### config.mk
export PLATFORM = sky130hd
export DESIGN_NAME = plab4_net_tdm_ring_link
export DESIGN_NICKNAME = d
export VERILOG_FILES = /design/src/rtl/plab4_net_tdm_ring_link.sv
export SDC_FILE = /design/constraint.sdc
export NUM_CORES = 1
export LEC_CHECK = 0
export ABC_AREA = 1
export CAP_MARGIN = 5
export CORE_MARGIN = 5
export CORE_UTILIZATION = 34
export CTS_CLUSTER_SIZE = 16
export DETAILED_ROUTE_END_ITERATION = 12
export PLACE_DENSITY = 0.64
export SLEW_MARGIN = 20
export SYNTH_ARGS = -nofsm -noshare
export SYNTH_HDL_FRONTEND = slang
export SYNTH_SLANG_ARGS = --single-unit
### constraint.sdc
create_clock -name clk -period 2.9 [get_ports clk]
set_input_delay 0.58 -clock clk [delete_from_list [all_inputs] [get_ports clk]]
set_output_delay 0.58 -clock clk [all_outputs]
set_load 0.02 [all_outputs]
### src/rtl/plab4_net_tdm_ring_link.sv
// plab4_net_tdm_ring_link: N-domain TDM ring link
// Per-domain FIFOs drained by a free-running slot scheduler with guard cycles.
module plab4_net_tdm_ring_link #(
  parameter int p_msg_nbits    = 41,
  parameter int p_num_domains  = 2,
  parameter int p_depth        = 2,
  parameter int p_slot_cycles  = 4,
  parameter int p_guard_cycles = 1,
  localparam int c_dom_nbits  =
    (p_num_domains > 1) ? $clog2(p_num_domains) : 1,
  localparam int c_slot_nbits =
    (p_slot_cycles > 1) ? $clog2(p_slot_cycles) : 1,
  localparam int c_ptr_nbits  =
    (p_depth > 1) ? $clog2(p_depth) : 1,
  localparam int c_cnt_nbits  = $clog2(p_depth + 1),
  localparam int c_bus_nbits  = p_num_domains * p_msg_nbits
) (
  input  logic                     clk,
  input  logic                     reset,
  input  logic [p_num_domains-1:0] in_val,
  output logic [p_num_domains-1:0] in_rdy,
  input  logic [c_bus_nbits-1:0]   in_msg,
  output logic                     out_val,
  input  logic [p_num_domains-1:0] out_rdy,
  output logic [p_msg_nbits-1:0]   out_msg,
  output logic [c_dom_nbits-1:0]   out_dom,
  output logic [c_dom_nbits-1:0]   cur_dom,
  output logic [c_slot_nbits-1:0]  slot_cnt
);

  localparam logic [c_slot_nbits-1:0] c_slot_last =
    c_slot_nbits'(p_slot_cycles - 1);
  localparam logic [c_dom_nbits-1:0] c_dom_last =
    c_dom_nbits'(p_num_domains - 1);
  localparam logic [c_slot_nbits:0] c_win =
    (c_slot_nbits + 1)'(p_slot_cycles - p_guard_cycles);
  localparam logic [c_ptr_nbits-1:0] c_ptr_last =
    c_ptr_nbits'(p_depth - 1);
  localparam logic [c_cnt_nbits-1:0] c_cnt_full =
    c_cnt_nbits'(p_depth);

  logic                     window;
  logic [p_num_domains-1:0] empty;
  logic [p_num_domains-1:0] full;
  logic [p_num_domains-1:0] pop;
  logic [p_msg_nbits-1:0]   head_msg [p_num_domains];

  always_ff @(posedge clk or negedge reset) begin
    if (!reset) begin
      slot_cnt <= '0;
      cur_dom  <= '0;
    end else if (slot_cnt == c_slot_last) begin
      slot_cnt <= '0;
      cur_dom  <= (cur_dom == c_dom_last) ? '0 : cur_dom + 1'b1;
    end else begin
      slot_cnt <= slot_cnt + 1'b1;
    end
  end

  // extra bit so a guard-free window of S cycles still compares correctly
  assign window  = ({1'b0, slot_cnt} < c_win);
  assign out_val = reset && window && !empty[cur_dom];
  assign out_msg = head_msg[cur_dom];
  assign out_dom = cur_dom;

  for (genvar d = 0; d < p_num_domains; d++) begin : g_dom
    logic [p_msg_nbits-1:0] mem [p_depth];
    logic [c_ptr_nbits-1:0] head;
    logic [c_ptr_nbits-1:0] tail;
    logic [c_cnt_nbits-1:0] cnt;
    logic                   wr;

    assign empty[d]    = (cnt == '0);
    assign full[d]     = (cnt == c_cnt_full);
    assign in_rdy[d]   = reset && !full[d];
    assign wr          = in_val[d] && in_rdy[d];
    assign pop[d]      = out_val && out_rdy[d]
                      && (cur_dom == c_dom_nbits'(d));
    assign head_msg[d] = mem[head];

    always_ff @(posedge clk) begin
      if (wr)
        mem[tail] <= in_msg[d*p_msg_nbits +: p_msg_nbits];
    end

    always_ff @(posedge clk or negedge reset) begin
      if (!reset) begin
        head <= '0;
        tail <= '0;
        cnt  <= '0;
      end else begin
        if (wr)
          tail <= (tail == c_ptr_last) ? '0 : tail + 1'b1;
        if (pop[d])
          head <= (head == c_ptr_last) ? '0 : head + 1'b1;
        case ({wr, pop[d]})
          2'b10:   cnt <= cnt + 1'b1;
          2'b01:   cnt <= cnt - 1'b1;
          default: cnt <= cnt;
        endcase
      end
    end
  end

endmodule
---- Word level (Yosys, flattened, before mapping) ----
Memory sizes are Yosys's and may differ from the RTL's.
Cells that the tools add are included.
operators by class
  magnitude comparators ................... 3
  eq/ne operators ......................... 7
  reduce and logical (&&, ||, !) cells .... 17
  add/sub/neg operators ................... 10
  bitwise gates (word level) .............. 2
  multiplexer cells ....................... 17
operators by type and width
  kind                                                                          count
  41-bit two-way mux                                                            3
  1-bit two-way mux                                                             11
  2-bit equality test, second input constant                                    5
  1-bit logical AND                                                             10
  2-bit case mux with 2 select lines                                            2
  2-bit by 1-bit adder with 2-bit output, second input constant                 3
  1-bit adder, second input constant                                            5
  2-bit by 1-bit equality test with 1-bit output, second input constant         2
  2-bit zero test                                                               2
  2-bit nonzero test                                                            2
  2-bit by 1-bit subtractor with 2-bit output, second input constant            2
  1-bit zero test                                                               3
  2-bit greater-or-equal comparator, second input constant                      1
  1-bit by 2-bit less-than comparator with 1-bit output, second input constant  1
  2-bit less-than comparator, second input constant                             1
  2-bit two-way mux                                                             1
  1-bit NOT with 2-bit output                                                   1
  1-bit NOT                                                                     1
storage, ports and cells
  word-level logic and storage cells ...... 66
  bits in writable memories ............... 164
  memories kept ........................... 2
  bits in registers ....................... 11
memories
  memory        words  width  rd ports  clocked after Yosys merged registers in  write ports  line  source
  g_dom[0].mem  2      41     1         0                                        1            67    logic [p_msg_nbits-1:0] mem [p_depth];
  g_dom[1].mem  2      41     1         0                                        1            67

---- Longest topological paths before layout ----
Gate-level depths: netlist of run 1.
  depth in word-level cells ............... 9
  mapped depth ............................ 9
  depth with buffers taken out ............ 8

---- Worst setup path before layout of run 1 ----
No wires, ideal clock.
  path type ............................... in2reg
  start point ............................. in reset
  end point ............................... mem g_dom[1].mem[1][0] (enable)
  path buffers ............................ 0
  stages on the path ...................... 4
  required time ........................... 2461 ps
  arrival ................................. 2776 ps
  path slack .............................. -316 ps
  cells stage by stage .................... inv_1 a21oi_2 nand2_2 nor2_1
on the way
  longest elaborated chain between the ends .. 4
RTL lines
  what                                     line  source
  from (decl)                              19    input logic reset,
  1-bit logical AND                        75    assign in_rdy[d] = reset && !full[d];
  net in_rdy[1]                            21    output logic [p_num_domains-1:0] in_rdy,
  1-bit logical AND                        76    assign wr = in_val[d] && in_rdy[d];
  1-bit two-way mux                        82    if (wr)
  1-bit two-way mux (not written as such)  83    mem[tail] <= in_msg[d*p_msg_nbits +: p_msg_nbits];
  to (decl)                                67
The timed path passes the listed nets, and every way through them passes these cells.

---- Final worst setup path of run 1 ----
  start point ............................. reg g_dom[1].head
  end point ............................... out out_msg[37]
on the way
  longest elaborated chain between the ends .. 4
RTL lines
  what                                                   line  source
  from (decl)                                            68    logic [c_ptr_nbits-1:0] head;
  from (signal assigned)                                 95    head <= (head == c_ptr_last) ? '0 : head + 1'b1;
  memory read 2 x 41 bit                                 --
  41-bit two-way mux (not written as such) (3 in a row)  63    assign out_msg = head_msg[cur_dom];
  to (decl)                                              25    output logic [p_msg_nbits-1:0] out_msg,
No other way between the ends. The select of a mux whose other input is x is not followed.

==> report_table.html, run 1 <==
<table>
<tr><th>Metric</th><th>Value</th></tr>
<tr><th colspan="2">Worst setup path</th></tr>
<tr><td>Critical path class</td><td>register to primary output</td></tr>
<tr><td>Critical path endpoint category</td><td>primary output</td></tr>
<tr><td>Launch instance of the worst register-to-register path</td><td>slot_cnt[0]$_DFF_PN0_</td></tr>
<tr><td>CP startpoint kind</td><td>register</td></tr>
<tr><td>Number of cells on the worst reg-to-reg path</td><td>8</td></tr>
<tr><td>Launch point of the worst path</td><td>g_dom[1].head$_DFFE_PN0P_</td></tr>
<tr><td>Reg-to-reg endpoint</td><td>g_dom[0].cnt[1]$_DFFE_PN0P_</td></tr>
<tr><td>Maximum fanout along the worst path</td><td>42</td></tr>
<tr><td>Slack of the worst reg-to-reg path</td><td>1.03 ns</td></tr>
<tr><td>Data required time of the critical path</td><td>approximately 2.3 ns</td></tr>
<tr><td>Cells along the critical path</td><td>inv_2 -&gt; buf_12 -&gt; nor2_1 -&gt; o22ai_1 -&gt; clkdlybuf4s50_1</td></tr>
<tr><td>Library cell contributing the largest single delay on the critical path</td><td>clkdlybuf4s50_1</td></tr>
<tr><td>Critical path data arrival time</td><td>roughly 2.2 ns</td></tr>
<tr><td>Biggest cell delay along the critical path</td><td>0.65 ns</td></tr>
<tr><td>Worst setup path endpoint</td><td>out_msg[37]</td></tr>
<tr><th colspan="2">Global route</th></tr>
<tr><td>Antenna violations before repair</td><td>0</td></tr>
<tr><td>Wire length of the first global-routing pass</td><td>24.4 mm</td></tr>
<tr><td>Via count of the first global-routing pass</td><td>about 4400</td></tr>
<tr><td>All-layer global routing usage</td><td>approximately 15%</td></tr>
<tr><td>Pin count of the biggest net entering global routing</td><td>43</td></tr>
<tr><td>Global route total overflow</td><td>0</td></tr>
<tr><th colspan="2">Die</th></tr>
<tr><td>Total core area</td><td>a little under 20000 um2</td></tr>
<tr><td>Y dimension of the die</td><td>~150 um</td></tr>
<tr><td>Full die area</td><td>between 20000 and 25000 um2</td></tr>
<tr><td>Ports placed on the boundary</td><td>about 140</td></tr>
<tr><td>Floorplan row count</td><td>between 50 and 60</td></tr>
<tr><td>Effective utilization at floorplan</td><td>between 30% and 40%</td></tr>
<tr><td>Chip Width</td><td>~150 um</td></tr>
<tr><th colspan="2">Power and ir drop</th></tr>
<tr><td>Peak supply drop</td><td>approximately 0.47 mV</td></tr>
<tr><td>Part of the total power dissipated in sequential elements</td><td>42.3%</td></tr>
<tr><td>Combinational group share of total power</td><td>a little under a third</td></tr>
<tr><td>Power density over the cells</td><td>a little under 900 nW/um2</td></tr>
<tr><td>Sw frac</td><td>32.1%</td></tr>
<tr><td>Cell internal power dissipation</td><td>around 0.0052 W</td></tr>
<tr><td>Power dissipated by switching net loads</td><td>around 0.0025 W</td></tr>
<tr><td>Clock network power share</td><td>a little over a quarter</td></tr>
<tr><td>Standby leakage power</td><td>~3 nW</td></tr>
<tr><th colspan="2">Route</th></tr>
<tr><td>Iteration-0 DRC count of the detailed router</td><td>222</td></tr>
<tr><td>Routed via count</td><td>4208</td></tr>
<tr><td>Total Routed Length</td><td>between 15 and 20 mm</td></tr>
<tr><td>Avg Vias per Cell</td><td>approximately 4.8</td></tr>
<tr><td>Detail Route Antenna Nets</td><td>0</td></tr>
<tr><td>Detailed-route DRC error count</td><td>0</td></tr>
<tr><td>Average wire length per cell after detail routing</td><td>about 18 um</td></tr>
<tr><td>Number of iterations in the first detailed-routing pass</td><td>5</td></tr>
<tr><th colspan="2">Yosys</th></tr>
<tr><td>Post-synthesis adder-cell area fraction</td><td>0.560%</td></tr>
<tr><td>Synthesized flop and latch total</td><td>175</td></tr>
<tr><td>Net count after synthesis</td><td>552</td></tr>
<tr><td>Synthesized area per cell</td><td>about 15 um2</td></tr>
<tr><td>Async set or reset register ratio after synthesis</td><td>6.29%</td></tr>
<tr><td>Cells after synthesis</td><td>461</td></tr>
<tr><td>Main flop type after synthesis</td><td>edfxtp_1</td></tr>
<tr><td>Largest area contributor in the synthesized netlist</td><td>edfxtp_1</td></tr>
<tr><td>Fraction of the mapped netlist area in compound gates</td><td>between 10% and 20%</td></tr>
<tr><td>Proportion of synthesized chip area in sequential cells</td><td>77.5%</td></tr>
<tr><td>Number of enable-type register cells in the synthesized netlist</td><td>164</td></tr>
<tr><td>Fraction of synthesized cell area in xor and xnor cells</td><td>less than 1%</td></tr>
<tr><td>Main combinational cell family by area after synthesis</td><td>compound AO/OA/AOI/OAI gates</td></tr>
<tr><td>Most common library cells after synthesis</td><td>164 x edfxtp_1, 80 x nor2_1, 70 x o21ai_0, 41 x o22ai_1, 13 x o21ai_1</td></tr>
<tr><td>Post-synthesis mux area share</td><td>0%</td></tr>
<tr><td>Fraction of the mapped netlist area in simple logic gates</td><td>between 6 and 7%</td></tr>
<tr><td>Area fraction of the dominant cell type after synthesis</td><td>approximately 73%</td></tr>
<tr><td>Biggest area contributors in the synthesized netlist</td><td>edfxtp_1 73%, o21ai_0 5.2%, nor2_1 4.5%, dfrtp_1 4.1%, o22ai_1 3.8%</td></tr>
<tr><td>Yosys Warn Count</td><td>0</td></tr>
<tr><td>Synth cell types</td><td>26</td></tr>
<tr><td>Most repeated cell in the gate-level netlist after synthesis</td><td>edfxtp_1</td></tr>
<tr><td>Syn Std Cell Area</td><td>between 6000 and 7000 um2</td></tr>
<tr><th colspan="2">Timing</th></tr>
<tr><td>Max-Slew Margin vs Limit</td><td>between 60 and 70%</td></tr>
<tr><td>Pin slew with the least headroom to its limit</td><td>0.463 ns</td></tr>
<tr><td>Post-route minimum period</td><td>around 2.8 ns</td></tr>
<tr><td>Fin. Hold Viols</td><td>0</td></tr>
<tr><td>Setup Skew</td><td>just over 0.006 ns</td></tr>
<tr><td>Unrepaired setup endpoints after global routing</td><td>false</td></tr>
<tr><td>Final max-slew violation count</td><td>0</td></tr>
<tr><td>Aggregate negative setup slack</td><td>0 ns</td></tr>
<tr><td>Final-layout worst hold slack</td><td>around 0.46 ns</td></tr>
<tr><td>Period Utilization, post-route</td><td>a little over nine tenths</td></tr>
<tr><td>Final-report setup violation count</td><td>0</td></tr>
<tr><td>Max Clock Freq</td><td>roughly 0.36 GHz</td></tr>
<tr><th colspan="2">Place</th></tr>
<tr><td>Detail Placement HPWL</td><td>10.0 mm</td></tr>
<tr><td>Weighted congestion reported at the end of routability-driven placement</td><td>0.757</td></tr>
<tr><td>Count of input and output buffers</td><td>around 140</td></tr>
<tr><td>Instance area after placement</td><td>roughly 8300 um2</td></tr>
<tr><th colspan="2">Clocking</th></tr>
<tr><td>Clock Tree Buf Depth</td><td>2</td></tr>
<tr><td>Worst-path clk slew</td><td>0.06 ns</td></tr>
<tr><td>Clock net sink count</td><td>around 180</td></tr>
<tr><td>Clock H-tree levels</td><td>4</td></tr>
<tr><td>Later-pin clock latency in the skew report</td><td>0.41 ns</td></tr>
<tr><td>Cell chosen for the clock root</td><td>clkbuf_16</td></tr>
<tr><td>Number of buffers created by CTS</td><td>17</td></tr>
<tr><td>TritonCTS clock tree</td><td>done</td></tr>
<tr><th colspan="2">Final layout</th></tr>
<tr><td>Post-layout net count</td><td>between 600 and 700</td></tr>
<tr><td>Final instance area</td><td>between 8000 and 9000 um2</td></tr>
<tr><td>Number of antenna cells inserted</td><td>0</td></tr>
<tr><td>Synth-to-layout area growth</td><td>32.8%</td></tr>
<tr><td>Share of cells above drive strength 1</td><td>between 10 and 15%</td></tr>
<tr><td>Final standard cell utilization of the core</td><td>45.8%</td></tr>
<tr><th colspan="2">Hold path</th></tr>
<tr><td>Kind of path behind the tightest hold check</td><td>register to register</td></tr>
<tr><td>Cell depth of the worst hold path</td><td>1</td></tr>
<tr><th colspan="2">Job</th></tr>
<tr><td>Max-cap check violation count</td><td>0</td></tr>
<tr><th colspan="2">Outcome</th></tr>
<tr><td>Outcome</td><td>finished clean</td></tr>
</table>
==> metrics by stage <==
| stage | cells | power [W] | setup slack [ns] |
|---|---|---|---|
| after detailed placement | 848 | 0.00571 | 0.343 |
| final | 884 | 0.00773 | 0.139 |
| after global placement | 848 | 0.00566 | 0.344 |
| after global routing | 884 | 0.00811 | 0.0384 |
| after CTS | 881 | 0.00779 | 0.0277 |
| after floorplan | 461 | 0.00465 | 0.362 |
==> registers in the layout, indices dropped and copies added (netlist names) <==
name,flops
cur_dom,1
g_dom.cnt,4
g_dom.head,2
g_dom.mem,164
g_dom.tail,2
slot_cnt,2
==> cell usage in the layout, fill, tap and decap left out, types with 7 or more instances in the layout <==
cell | Yosys | layout
edfxtp_1 | 164 | 164
inv_1 | 10 | 8
nor2_2 | 7 | 7
o21ai_1 | 13 | 13
nor2_1 | 80 | 78
o21ai_0 | 70 | 70
clkdlybuf4s50_1 | 0 | 132
buf_4 | 10 | 16
o22ai_1 | 41 | 41
dfrtp_1 | 11 | 8
clkbuf_16 | 0 | 17
nand2_1 | 12 | 12
==> metal layers <==
metal | track usage (%) | wire (um)
met1 | 18.4 | 7150
met2 | 24.6 | 8090
met3 | 4.55 | 991
met4 | 3.16 | 91
met5 | 0 | 0
==> layout make-up <==
class,count,area [um2]
clock inverter,11,93.8
tap,265,332
clock buffer,20,437
sequential,175,5200
timing repair buffer,154,1530
inverter,14,62.6
fill,1727,10600
multi-input combinational,245,1240
==> power groups by stage <==
| stage | Clock (W) | Combinational (W) | Sequential (W) |
|---|---|---|---|
| after detailed placement | 0 | 0.00238 | 0.00333 |
| after CTS | 0.00212 | 0.00238 | 0.00328 |
| after global placement | 0 | 0.00234 | 0.00332 |
| after global routing | 0.00224 | 0.00257 | 0.00330 |
| after floorplan | 0 | 0.00137 | 0.00328 |
| final | 0.00207 | 0.00239 | 0.00327 |
==> worst max-delay path, delay by kind of cell (launching register included) <==
family | cells | cell delay, ns
AO/OA/AOI/OAI | 1 | 0.23
flip-flops | 1 | 0.46
buffers and inverters | 3 | 1.00
AND/OR/NAND/NOR | 1 | 0.07
==> worst min path at each step <==
stage | to | slack [ns] | start
floorplan | cur_dom$_DFFE_PN0P_ | 0.28 | reset
global placement | slot_cnt[0]$_DFF_PN0_ | 0.44 | slot_cnt[0]$_DFF_PN0_
detailed placement | slot_cnt[0]$_DFF_PN0_ | 0.45 | slot_cnt[0]$_DFF_PN0_
CTS | slot_cnt[0]$_DFF_PN0_ | 0.46 | slot_cnt[0]$_DFF_PN0_
global route | slot_cnt[0]$_DFF_PN0_ | 0.49 | slot_cnt[0]$_DFF_PN0_
finish | slot_cnt[0]$_DFF_PN0_ | 0.46 | slot_cnt[0]$_DFF_PN0_
==> what timing repair did <==
item | 4_1_cts | 5_1_grt
pin swaps | 0 | 0
gates resized for setup | 1 | 3
setup endpoints to repair | 10 | 12
hold buffers | 0 | 0
setup buffers | 2 | 3
==> cells by family after synthesis <==
logic type	Yosys count
flip-flops	175
AO/OA/AOI/OAI	128
AND/OR/NAND/NOR	108
buffers and inverters	41
XOR/XNOR	6
adder cells (fa/ha/maj)	3
(Power assumes the default switching activity.)
==> run 2, diff against run 1 <==
GPL_ROUTABILITY_DRIVEN = 0   (was default)
PLACE_DENSITY = 0.62   (was 0.64)
clock period = 2.73 ns   (was 2.9 ns; I/O delays follow)
==> report_table.html, run 2 (synthesized netlist as in run 1, its figures left out) <==
<table>
<tr><th>Metric</th><th>Value</th></tr>
<tr><th colspan="2">Timing</th></tr>
<tr><td>Aggregate negative setup slack</td><td>0 ns (unchanged)</td></tr>
<tr><td>Final max-slew violation count</td><td>0 (unchanged)</td></tr>
<tr><td>Max-Slew Margin vs Limit</td><td>77.7% (+8.6 points)</td></tr>
<tr><td>Unrepaired setup endpoints after global routing</td><td>false</td></tr>
<tr><td>Max Clock Freq</td><td>between 0.3 and 0.4 GHz</td></tr>
<tr><td>Final-layout worst hold slack</td><td>0.456 ns (-0.00440 ns)</td></tr>
<tr><td>Pin slew with the least headroom to its limit</td><td>0.334 ns (-0.129 ns)</td></tr>
<tr><td>Fin. Hold Viols</td><td>0 (unchanged)</td></tr>
<tr><td>Post-route minimum period</td><td>roughly 2.6 ns</td></tr>
<tr><td>Final-report setup violation count</td><td>0 (unchanged)</td></tr>
<tr><td>Period Utilization, post-route</td><td>a little over nine tenths</td></tr>
<tr><td>Setup Skew</td><td>0.0128 ns (+0.00679 ns)</td></tr>
<tr><th colspan="2">Worst setup path</th></tr>
<tr><td>Maximum fanout along the worst path</td><td>12 (-71%)</td></tr>
<tr><td>Launch instance of the worst register-to-register path</td><td>slot_cnt[0]$_DFF_PN0_</td></tr>
<tr><td>Critical path endpoint category</td><td>primary output</td></tr>
<tr><td>CP startpoint kind</td><td>register</td></tr>
<tr><td>Number of cells on the worst reg-to-reg path</td><td>8 (unchanged)</td></tr>
<tr><td>Worst setup path endpoint</td><td>out_msg[37]</td></tr>
<tr><td>Critical path class</td><td>register to primary output</td></tr>
<tr><td>Launch point of the worst path</td><td>cur_dom$_DFFE_PN0P_</td></tr>
<tr><td>Reg-to-reg endpoint</td><td>g_dom[0].cnt[1]$_DFFE_PN0P_</td></tr>
<tr><td>Critical path data arrival time</td><td>2.09 ns (-0.09 ns)</td></tr>
<tr><td>Data required time of the critical path</td><td>2.18 ns (-0.14 ns)</td></tr>
<tr><td>Slack of the worst reg-to-reg path</td><td>0.88 ns (-0.15 ns)</td></tr>
<tr><th colspan="2">Place</th></tr>
<tr><td>Detail Placement HPWL</td><td>10.5 mm (+5.1%)</td></tr>
<tr><td>Count of input and output buffers</td><td>135 (unchanged)</td></tr>
<tr><td>Instance area after placement</td><td>8340 um2 (+0.12%)</td></tr>
<tr><th colspan="2">Global route</th></tr>
<tr><td>Global route total overflow</td><td>0 (unchanged)</td></tr>
<tr><td>All-layer global routing usage</td><td>14.7% (+0.17 points)</td></tr>
<tr><td>Via count of the first global-routing pass</td><td>4547 (+3.8%)</td></tr>
<tr><td>Antenna violations before repair</td><td>0 (unchanged)</td></tr>
<tr><td>Pin count of the biggest net entering global routing</td><td>43 (unchanged)</td></tr>
<tr><td>Wire length of the first global-routing pass</td><td>24.8 mm (+1.6%)</td></tr>
<tr><th colspan="2">Die</th></tr>
<tr><td>Full die area</td><td>22600 um2 (unchanged)</td></tr>
<tr><td>Total core area</td><td>19500 um2 (unchanged)</td></tr>
<tr><td>Chip Width</td><td>150 um (unchanged)</td></tr>
<tr><td>Effective utilization at floorplan</td><td>34.5% (unchanged)</td></tr>
<tr><td>Y dimension of the die</td><td>150 um (unchanged)</td></tr>
<tr><td>Ports placed on the boundary</td><td>136 (unchanged)</td></tr>
<tr><td>Floorplan row count</td><td>51 (unchanged)</td></tr>
<tr><th colspan="2">Route</th></tr>
<tr><td>Number of iterations in the first detailed-routing pass</td><td>4 (-1)</td></tr>
<tr><td>Average wire length per cell after detail routing</td><td>18.7 um (+1.2%)</td></tr>
<tr><td>Detailed-route DRC error count</td><td>0 (unchanged)</td></tr>
<tr><td>Total Routed Length</td><td>16.5 mm (+0.94%)</td></tr>
<tr><td>Avg Vias per Cell</td><td>4.86 (+2.0%)</td></tr>
<tr><td>Routed via count</td><td>4283 (+1.8%)</td></tr>
<tr><td>Detail Route Antenna Nets</td><td>0 (unchanged)</td></tr>
<tr><td>Iteration-0 DRC count of the detailed router</td><td>214 (-3.6%)</td></tr>
<tr><th colspan="2">Power and ir drop</th></tr>
<tr><td>Standby leakage power</td><td>3.14 nW (+3.5%)</td></tr>
<tr><td>Power density over the cells</td><td>941 nW/um2 (+8.5%)</td></tr>
<tr><td>Peak supply drop</td><td>0.504 mV (+7.6%)</td></tr>
<tr><th colspan="2">Job</th></tr>
<tr><td>Max-cap check violation count</td><td>0 (unchanged)</td></tr>
<tr><th colspan="2">Clocking</th></tr>
<tr><td>Clock H-tree levels</td><td>4 (unchanged)</td></tr>
<tr><td>Worst-path clk slew</td><td>0.07 ns (about the same)</td></tr>
<tr><td>Later-pin clock latency in the skew report</td><td>0.42 ns (about the same)</td></tr>
<tr><td>Cell chosen for the clock root</td><td>clkbuf_16</td></tr>
<tr><td>Cts hold-fix bufs</td><td>0 (unchanged)</td></tr>
<tr><td>TritonCTS clock tree</td><td>done</td></tr>
<tr><td>Clock net sink count</td><td>175 (unchanged)</td></tr>
<tr><td>Clock Tree Buf Depth</td><td>2 (unchanged)</td></tr>
<tr><td>Number of buffers created by CTS</td><td>17 (unchanged)</td></tr>
<tr><th colspan="2">Final layout</th></tr>
<tr><td>Most frequent cells in the layout</td><td>164 x edfxtp_1, 123 x clkdlybuf4s50_1, 78 x nor2_1</td></tr>
<tr><td>Number of antenna cells inserted</td><td>0 (unchanged)</td></tr>
<tr><td>Commonest non-fill, non-tap cell in the layout</td><td>edfxtp_1</td></tr>
<tr><td>Synth-to-layout area growth</td><td>34.6%</td></tr>
<tr><td>Final instance area</td><td>9020 um2 (+1.3%)</td></tr>
<tr><td>Post-layout net count</td><td>695 (-0.43%)</td></tr>
<tr><td>Register with the most flip-flops</td><td>g_dom.mem</td></tr>
<tr><td>Max FFs per register</td><td>164 (unchanged)</td></tr>
<tr><td>Biggest regs</td><td>g_dom.mem: 164 flops, g_dom.cnt: 4 flops</td></tr>
<tr><td>Share of cells above drive strength 1</td><td>11.2% (+0.036 points)</td></tr>
<tr><th colspan="2">Hold path</th></tr>
<tr><td>Kind of path behind the tightest hold check</td><td>input port to asynchronous set/reset pin</td></tr>
<tr><th colspan="2">Outcome</th></tr>
<tr><td>Outcome</td><td>finished clean</td></tr>
</table>
## run 2: cell count changes in the layout (fill, tap and decap cells not counted), moves of 2 or more
| cell | delta |
|---|---|
| clkinvlp_4 | +2 |
| clkbuf_1 | -2 |
| bufinv_16 | +3 |
| dlymetal6s2s_1 | +10 |
| buf_6 | +3 |
| clkdlybuf4s50_1 | -9 |
| buf_4 | -7 |
## run 2: worst max-delay path: stages (launching register included)
cell,delay (ns)
dfrtp_4,0.51
buf_4,0.21
o21ai_0,0.10
o22ai_1,0.21
clkdlybuf4s50_1,0.64
## run 2: worst min path at each step
| stage | to | from |
|---|---|---|
| CTS | slot_cnt[1]$_DFF_PN0_ | reset |
| floorplan | cur_dom$_DFFE_PN0P_ | reset |
| finish | slot_cnt[1]$_DFF_PN0_ | reset |
| global route | slot_cnt[0]$_DFF_PN0_ | reset |
| detailed placement | g_dom[0].tail$_DFFE_PN0P_ | g_dom[0].tail$_DFFE_PN0P_ |
| global placement | slot_cnt[0]$_DFF_PN0_ | slot_cnt[0]$_DFF_PN0_ |
## run 2: timing repair
item,CTS,global route
buffers inserted,1,0
endpoints found under the hold margin,0,0
endpoints found under the setup margin,42,26
gates resized for setup,5,15
## run 2: per-layer routing
metal | part of all wire (%) | up-vias | track usage (%)
met5 | 0 | - | 0
met4 | 1.0 | 0 | 5.26
met3 | 5.9 | 15 | 3.76
met2 | 51 | 146 | 24.6
met1 | 42 | 2128 | 18.6
li1 | - | 1994 | -
## run 2: area by class of cell
class	count	area (um2)
tap	265	332
timing repair buffer	151	1550
multi-input combinational	245	1240
clock inverter	14	190
clock buffer	18	429
inverter	14	72.6
fill	1737	10400
sequential	175	5210
## run 2: through the flow
| step | power (W) | worst slack (ns) | util, % | instances |
|---|---|---|---|---|
| 2_1_floorplan | 0.00494 | 0.226 | - | 461 |
| 3_3_place_gp | 0.00599 | 0.231 | 42.9 | 849 |
| 3_5_place_dp | 0.00604 | 0.217 | 42.9 | 849 |
| 4_1_cts | 0.00861 | -0.0107 | 46.2 | 882 |
| 5_1_grt | 0.00889 | 0.00507 | 46.4 | 882 |
| 6_report | 0.00849 | 0.0925 | 46.4 | 882 |
## run 2: report_power, final
group	leakage (nW)	internal (W)	switching, W
Clock	0.290	0.00153	0.00100
Sequential	1.63	0.00334	0.000135
Combinational	1.22	0.000968	0.00152
==> run 3, diff against run 2 <==
SKIP_CTS_REPAIR_TIMING = 1   (was default)
==> report_table.html, run 3 (synthesized netlist as in run 1, its figures left out) <==
<table>
<tr><th>Metric</th><th>Value</th></tr>
<tr><th colspan="2">Die</th></tr>
<tr><td>Floorplan row count</td><td>51 (unchanged)</td></tr>
<tr><td>Chip Width</td><td>150 um (unchanged)</td></tr>
<tr><td>Full die area</td><td>22600 um2 (unchanged)</td></tr>
<tr><td>Ports placed on the boundary</td><td>136 (unchanged)</td></tr>
<tr><td>Y dimension of the die</td><td>150 um (unchanged)</td></tr>
<tr><td>Total core area</td><td>19500 um2 (unchanged)</td></tr>
<tr><td>Effective utilization at floorplan</td><td>34.5% (unchanged)</td></tr>
<tr><th colspan="2">Timing</th></tr>
<tr><td>Pin slew with the least headroom to its limit</td><td>0.357 ns (+0.0226 ns)</td></tr>
<tr><td>Aggregate negative setup slack</td><td>0 ns (unchanged)</td></tr>
<tr><td>Final-report setup violation count</td><td>0 (unchanged)</td></tr>
<tr><td>Max-Slew Margin vs Limit</td><td>76.2% (-1.5 points)</td></tr>
<tr><td>Setup Skew</td><td>0.00885 ns (-0.00397 ns)</td></tr>
<tr><td>Final max-slew violation count</td><td>0 (unchanged)</td></tr>
<tr><td>Post-route minimum period</td><td>2.63 ns (-0.00419 ns)</td></tr>
<tr><td>Fin. Hold Viols</td><td>0 (unchanged)</td></tr>
<tr><td>Max Clock Freq</td><td>0.380 GHz (+0.16%)</td></tr>
<tr><td>Worst path setup slack after routing</td><td>0.0967 ns (+0.00419 ns)</td></tr>
<tr><td>Unrepaired setup endpoints after global routing</td><td>false</td></tr>
<tr><td>Period Utilization, post-route</td><td>96.5% (-0.15 points)</td></tr>
<tr><th colspan="2">Route</th></tr>
<tr><td>Number of iterations in the first detailed-routing pass</td><td>4 (unchanged)</td></tr>
<tr><td>Top sig layer</td><td>met4</td></tr>
<tr><td>Total Routed Length</td><td>16.6 mm (+0.90%)</td></tr>
<tr><td>Met2 WL post-DR</td><td>8.41 mm (+0.15%)</td></tr>
<tr><td>Detail Route Antenna Nets</td><td>0 (unchanged)</td></tr>
<tr><td>Routed via count</td><td>4324 (+0.96%)</td></tr>
<tr><td>Average wire length per cell after detail routing</td><td>18.8 um (+0.67%)</td></tr>
<tr><td>Routed metal-1 wirelength</td><td>7.03 mm (+1.5%)</td></tr>
<tr><td>Iteration-0 DRC count of the detailed router</td><td>227 (+6.1%)</td></tr>
<tr><td>Detailed-route DRC error count</td><td>0 (unchanged)</td></tr>
<tr><td>Avg Vias per Cell</td><td>4.89 (+0.73%)</td></tr>
<tr><td>Amount of wire on met3 after detailed routing</td><td>947 um (-3.4%)</td></tr>
<tr><th colspan="2">Final layout</th></tr>
<tr><td>Register area</td><td>5210 um2 (unchanged)</td></tr>
<tr><td>Post-layout net count</td><td>697 (+0.29%)</td></tr>
<tr><td>Synth-to-layout area growth</td><td>35.3%</td></tr>
<tr><td>Final standard cell utilization of the core</td><td>46.6% (+0.26 points)</td></tr>
<tr><td>Share of cells above drive strength 1</td><td>11.5% (+0.29 points)</td></tr>
<tr><td>Biggest regs</td><td>g_dom.mem: 164 flops, g_dom.cnt: 4 flops</td></tr>
<tr><td>Max FFs per register</td><td>164 (unchanged)</td></tr>
<tr><td>Register with the most flip-flops</td><td>g_dom.mem</td></tr>
<tr><td>Number of antenna cells inserted</td><td>0 (unchanged)</td></tr>
<tr><td>Number of fill cells in the layout</td><td>1733 (-0.23%)</td></tr>
<tr><td>Most frequent cells in the layout</td><td>164 x edfxtp_1, 108 x clkdlybuf4s50_1, 78 x nor2_1</td></tr>
<tr><td>Commonest non-fill, non-tap cell in the layout</td><td>edfxtp_1</td></tr>
<tr><td>Area taken by multi-input logic gates</td><td>1240 um2 (unchanged)</td></tr>
<tr><th colspan="2">Place</th></tr>
<tr><td>Detail Placement HPWL</td><td>10.5 mm (unchanged)</td></tr>
<tr><td>Dpl ws</td><td>0.217 ns (unchanged)</td></tr>
<tr><td>Count of input and output buffers</td><td>135 (unchanged)</td></tr>
<tr><th colspan="2">Worst setup path</th></tr>
<tr><td>Critical path class</td><td>register to primary output</td></tr>
<tr><td>Maximum fanout along the worst path</td><td>8 (-4)</td></tr>
<tr><td>Launch instance of the worst register-to-register path</td><td>slot_cnt[0]$_DFF_PN0_</td></tr>
<tr><td>Reg-to-reg endpoint</td><td>g_dom[0].cnt[1]$_DFFE_PN0P_</td></tr>
<tr><td>Number of cells on the worst reg-to-reg path</td><td>8 (unchanged)</td></tr>
<tr><td>Critical path data arrival time</td><td>2.09 ns (about the same)</td></tr>
<tr><td>Slack of the worst reg-to-reg path</td><td>0.88 ns (about the same)</td></tr>
<tr><td>Critical path endpoint category</td><td>primary output</td></tr>
<tr><td>Data required time of the critical path</td><td>2.18 ns (about the same)</td></tr>
<tr><td>CP startpoint kind</td><td>register</td></tr>
<tr><th colspan="2">Power and ir drop</th></tr>
<tr><td>Power dissipated by switching net loads</td><td>0.00265 W (about the same)</td></tr>
<tr><td>Peak supply drop</td><td>0.505 mV (+0.14%)</td></tr>
<tr><td>Part of the total power dissipated in sequential elements</td><td>40.9% (about the same)</td></tr>
<tr><td>Power density over the cells</td><td>933 nW/um2 (-0.82%)</td></tr>
<tr><td>Clock network power share</td><td>29.9% (about the same)</td></tr>
<tr><td>Combinational group share of total power</td><td>29.2% (about the same)</td></tr>
<tr><td>Cell internal power dissipation</td><td>0.00581 W (-0.33%)</td></tr>
<tr><td>Sw frac</td><td>31.4% (+0.053 points)</td></tr>
<tr><td>Standby leakage power</td><td>3.28 nW (+4.4%)</td></tr>
<tr><th colspan="2">Global route</th></tr>
<tr><td>Global route total overflow</td><td>0 (unchanged)</td></tr>
<tr><td>Wire length of the first global-routing pass</td><td>24.8 mm (about the same)</td></tr>
<tr><td>Via count of the first global-routing pass</td><td>4552 (+0.11%)</td></tr>
<tr><td>Pin count of the biggest net entering global routing</td><td>43 (unchanged)</td></tr>
<tr><td>All-layer global routing usage</td><td>14.7% (unchanged)</td></tr>
<tr><td>Antenna violations before repair</td><td>0 (unchanged)</td></tr>
<tr><th colspan="2">Clocking</th></tr>
<tr><td>Cell chosen for the clock root</td><td>clkbuf_16</td></tr>
<tr><td>TritonCTS clock tree</td><td>done</td></tr>
<tr><td>Worst-path clk slew</td><td>0.07 ns (about the same)</td></tr>
<tr><td>Number of buffers created by CTS</td><td>17 (unchanged)</td></tr>
<tr><td>Clock H-tree levels</td><td>4 (unchanged)</td></tr>
<tr><td>Clock Tree Buf Depth</td><td>2 (unchanged)</td></tr>
<tr><td>Clock net sink count</td><td>175 (unchanged)</td></tr>
<tr><td>Later-pin clock latency in the skew report</td><td>0.42 ns (about the same)</td></tr>
<tr><th colspan="2">Outcome</th></tr>
<tr><td>Outcome</td><td>finished clean</td></tr>
<tr><th colspan="2">Job</th></tr>
<tr><td>Max-cap check violation count</td><td>0 (unchanged)</td></tr>
<tr><th colspan="2">Hold path</th></tr>
<tr><td>Kind of path behind the tightest hold check</td><td>input port to asynchronous set/reset pin</td></tr>
</table>
run 3: how the worst max path moves through the flow:
stage | cells after the start | endpoint | from | slack (ns)
floorplan | 4 | g_dom[1].mem[1][0]$_DFFE_PP_ | reset | 0.23
global placement | 4 | out_val | reset | 0.23
detailed placement | 4 | out_val | reset | 0.22
CTS | 4 | out_msg[30] | cur_dom$_DFFE_PN0P_ | -0.16
global route | 4 | out_msg[13] | cur_dom$_DFFE_PN0P_ | 0.0003
finish | 4 | out_msg[2] | cur_dom$_DFFE_PN0P_ | 0.1
run 3: metrics by stage:
stage	hold WS, ns	power, W	cells	instance area, um2
2_1_floorplan	0.250	0.00494	461	6710
3_3_place_gp	0.440	0.00599	849	8340
3_5_place_dp	0.459	0.00604	849	8340
4_1_cts	0.440	0.00860	881	8960
5_1_grt	0.441	0.00887	884	9080
6_report	0.455	0.00847	884	9080
run 3: power groups by stage:
| stage | clock network, W | logic, W | registers (W) |
|---|---|---|---|
| after floorplan | 0 | 0.00146 | 0.00348 |
| after global placement | 0 | 0.00249 | 0.00350 |
| after detailed placement | 0 | 0.00253 | 0.00352 |
| after CTS | 0.00260 | 0.00253 | 0.00347 |
| after global routing | 0.00271 | 0.00267 | 0.00350 |
| final | 0.00253 | 0.00247 | 0.00347 |
run 3: per-layer routing:
layer / GRT usage (%) / vias up
li1: - / 1997
met1: 18.6 / 2160
met2: 24.6 / 148
met3: 3.76 / 19
met4: 5.26 / 0
met5: 0 / -
run 3: critical path, cell delays in order, from the launching register on:
cell and delay [ns]:
dfrtp_4 0.53, buf_2 0.23, o21ai_0 0.10, o22ai_1 0.16, clkdlybuf4s50_1 0.63
run 3: final cells by class:
cell class	count	area share (%)
multi-input cells	245	13.7
repair buffers	153	17.7
flip-flops and latches	175	57.4
clock inverters	14	2.10
well taps	265	3.65
clock buffers	18	4.73
inverters	14	0.772
==> edit, RTL diff (settings of run 1) <==
Make the reset (`reset`) synchronous in 2 clocked blocks.
--- a/src/rtl/plab4_net_tdm_ring_link.sv
+++ b/src/rtl/plab4_net_tdm_ring_link.sv
@@ -45,7 +45,7 @@
   logic [p_num_domains-1:0] pop;
   logic [p_msg_nbits-1:0]   head_msg [p_num_domains];
 
-  always_ff @(posedge clk or negedge reset) begin
+  always_ff @(posedge clk) begin
     if (!reset) begin
       slot_cnt <= '0;
       cur_dom  <= '0;
@@ -83,7 +83,7 @@
         mem[tail] <= in_msg[d*p_msg_nbits +: p_msg_nbits];
     end
 
-    always_ff @(posedge clk or negedge reset) begin
+    always_ff @(posedge clk) begin
       if (!reset) begin
         head <= '0;
         tail <= '0;
Function: differs if reset is asserted again (counterexample within 4 cycles, from zero or initial values and one cycle with reset low); with reset held inactive, the same outputs for 4 cycles.
==> edit against run 1 <==
- cell area is 0.49% higher
- area after synthesis decreased by 0.63%
- sequential cell count rose by 2
- global-route usage rose by 0.27 points
- critical path depth up 1
- wire length grew 2.3%
- synthesized cell count rose by 4.3%
- setup slack got worse by 0.028 ns
- clock skew rose by 0.0011 ns
- worst hold slack improved by 0.0038 ns
- die area decreased by 0.59%
- cell count is 1.8% higher
Power is not compared: it rests on default switching activity, and its combinational part moved more than twofold at a synthesized area within 25%.
==> edit: results (changes against run 1) <==
outcome -> complete, no violations
first-pass GRT wire length -> 24,900 µm (+2.0%)
vias in the first global route -> 4,498 (+2.7%)
EDFF count, synth -> 164 (unchanged)
htree depth -> 4 (unchanged)
critical path's top delay family -> buffers and inverters
maximum VDD drop -> 386 µV
fin nets -> 714 (+2.3%)
top_reg_cell synth -> edfxtp_1
Placer Congestion -> 0.764 (+0.91%)
critical path peak fanout -> 9 (-79%)
max incr delay on CP -> 0.61 ns (-0.04 ns)
1st-iter DRT viols -> 279 (+26%)
wl on met1 -> 7080 µm (-0.95%)
diodes inserted -> 0 (unchanged)
wire per inst -> 18.6 µm (+0.49%)
WL met2 -> 8520 µm (+5.3%)
Worst-Margin Slew -> 0.333 ns (-0.130 ns)
Cell Area, Placed -> 8390 µm² (+0.68%)
Worst Skew -> 0.00714 ns (+0.00110 ns)
clk slew on worst S/H paths -> 0.06 ns (about the same)
slowest stage cell, crit path -> clkdlybuf4s50_1
Min-Delay Path Class -> register to register
met3 routed WL -> 1040 µm (+4.5%)
Commonest cells post-synth -> 164 x edfxtp_1, 96 x nor2_1, 87 x o21ai_0
Vias/cell -> 4.86 (+2.1%)
Synthesized Nets -> 572 (+3.6%)
Max Used Layer -> met4
initial antenna violation count -> 0 (unchanged)
Synth area leaders -> edfxtp_1 74%, o21ai_0 6.5%, nor2_1 5.4%
Arr. time, crit path -> 2.21 ns (+0.03 ns)
Netlist cell types -> 22 (-15%)
root buf cell -> clkbuf_16
TritonRoute pass-1 iters -> 4 (-1)
I/O Buffers -> 135 (unchanged)
Skew-Pair Late Insertion Delay -> 0.41 ns (about the same)
Synth async-reset ratio -> 0% (-6.3 points)
register area share after synthesis -> 77.8% (+0.27 points)
post-DP HPWL -> 10,300 µm (+2.9%)
Overall Global Routing Usage -> 14.8% (+0.27 points)
biggest regs -> g_dom.mem x164, g_dom.cnt x4
Leak -> 0.00300 µW
Max Root-Sink Buffers -> 2 (unchanged)
max cap viols -> 0 (unchanged)
largest net degree at the start of global routing -> 47 (+9.3%)
Post-CTS Setup Bufs -> 0 (-2)
TritonCTS Buffers -> 17 (unchanged)
Syn. warnings -> 0 (unchanged)
Fillers -> 1,784 (+3.3%)
fraction of layout cells with a size suffix above 1 -> 8.98% (-2.2 points)
[edit: where the power goes]
part	total (µW)	switching, µW	internal (µW)
clock network	2140	888	1250
registers	2920	26.6	2900
logic	779	422	357
[edit: cells by family (layout without fill, tap and decap cells)]
family / after synthesis / count (layout) / synth area share, %
adder cells (fa/ha/maj): 3 / 3 / 0.563
buffers and inverters: 47 / 201 / 3.25
flip-flops: 177 / 177 / 77.8
AND/OR/NAND/NOR: 114 / 114 / 6.83
AO/OA/AOI/OAI: 139 / 139 / 11.4
XOR/XNOR: 1 / 1 / 0.131
[edit: path summary, 6_finish.rpt]
kind                              start                            to  slack [ns]  cells past startpoint
max reg2reg        cur_dom$_SDFFE_PN0P_  g_dom[0].cnt[1]$_SDFFE_PN0P_        0.98                     10
min reg2reg  g_dom[0].tail$_SDFFE_PN0P_    g_dom[0].tail$_SDFFE_PN0P_        0.46                      2
max                               reset                       out_val        0.11                      6
min          g_dom[0].tail$_SDFFE_PN0P_    g_dom[0].tail$_SDFFE_PN0P_        0.46                      2
[edit: stage by stage]
stage | worst slack, ns | util [%] | cells | power (µW) | hold WS [ns]
finish | 0.110 | 46.1 | 900 | 5850 | 0.464
global route | 0.0209 | 46.1 | 900 | 6070 | 0.484
CTS | 0.0310 | 46.1 | 900 | 5910 | 0.466
detailed placement | 0.113 | 43.2 | 869 | 3760 | 0.458
global placement | 0.162 | 43.2 | 869 | 3750 | 0.431
floorplan | 0.325 | - | 481 | 3330 | 0.441
[edit: final cells by class]
type | instances | area share (%)
Multi-Input combinational cell | 257 | 14.3
Tap cell | 265 | 3.70
Clock buffer | 20 | 4.88
Timing Repair Buffer | 150 | 17.0
Clock inverter | 11 | 1.30
Inverter | 20 | 0.881
Sequential cell | 177 | 58.0
[edit: worst min-delay path: stages (launching register included)]
cell     delay [ns]
dfxtp_1        0.31
nand2_1        0.06
a21oi_1        0.05
[edit: routing by layer]
layer	vias up	GRT usage, %
li1	2048	-
met1	2169	18.2
met3	6	4.12
met4	0	3.80
met2	150	25.9
met5	-	0
[edit: repair_timing]
item                                    CTS  global route
endpoints found under the setup margin   11            11
gates cloned                              0             0
pin swaps                                 0             0
resized for setup                         1             4
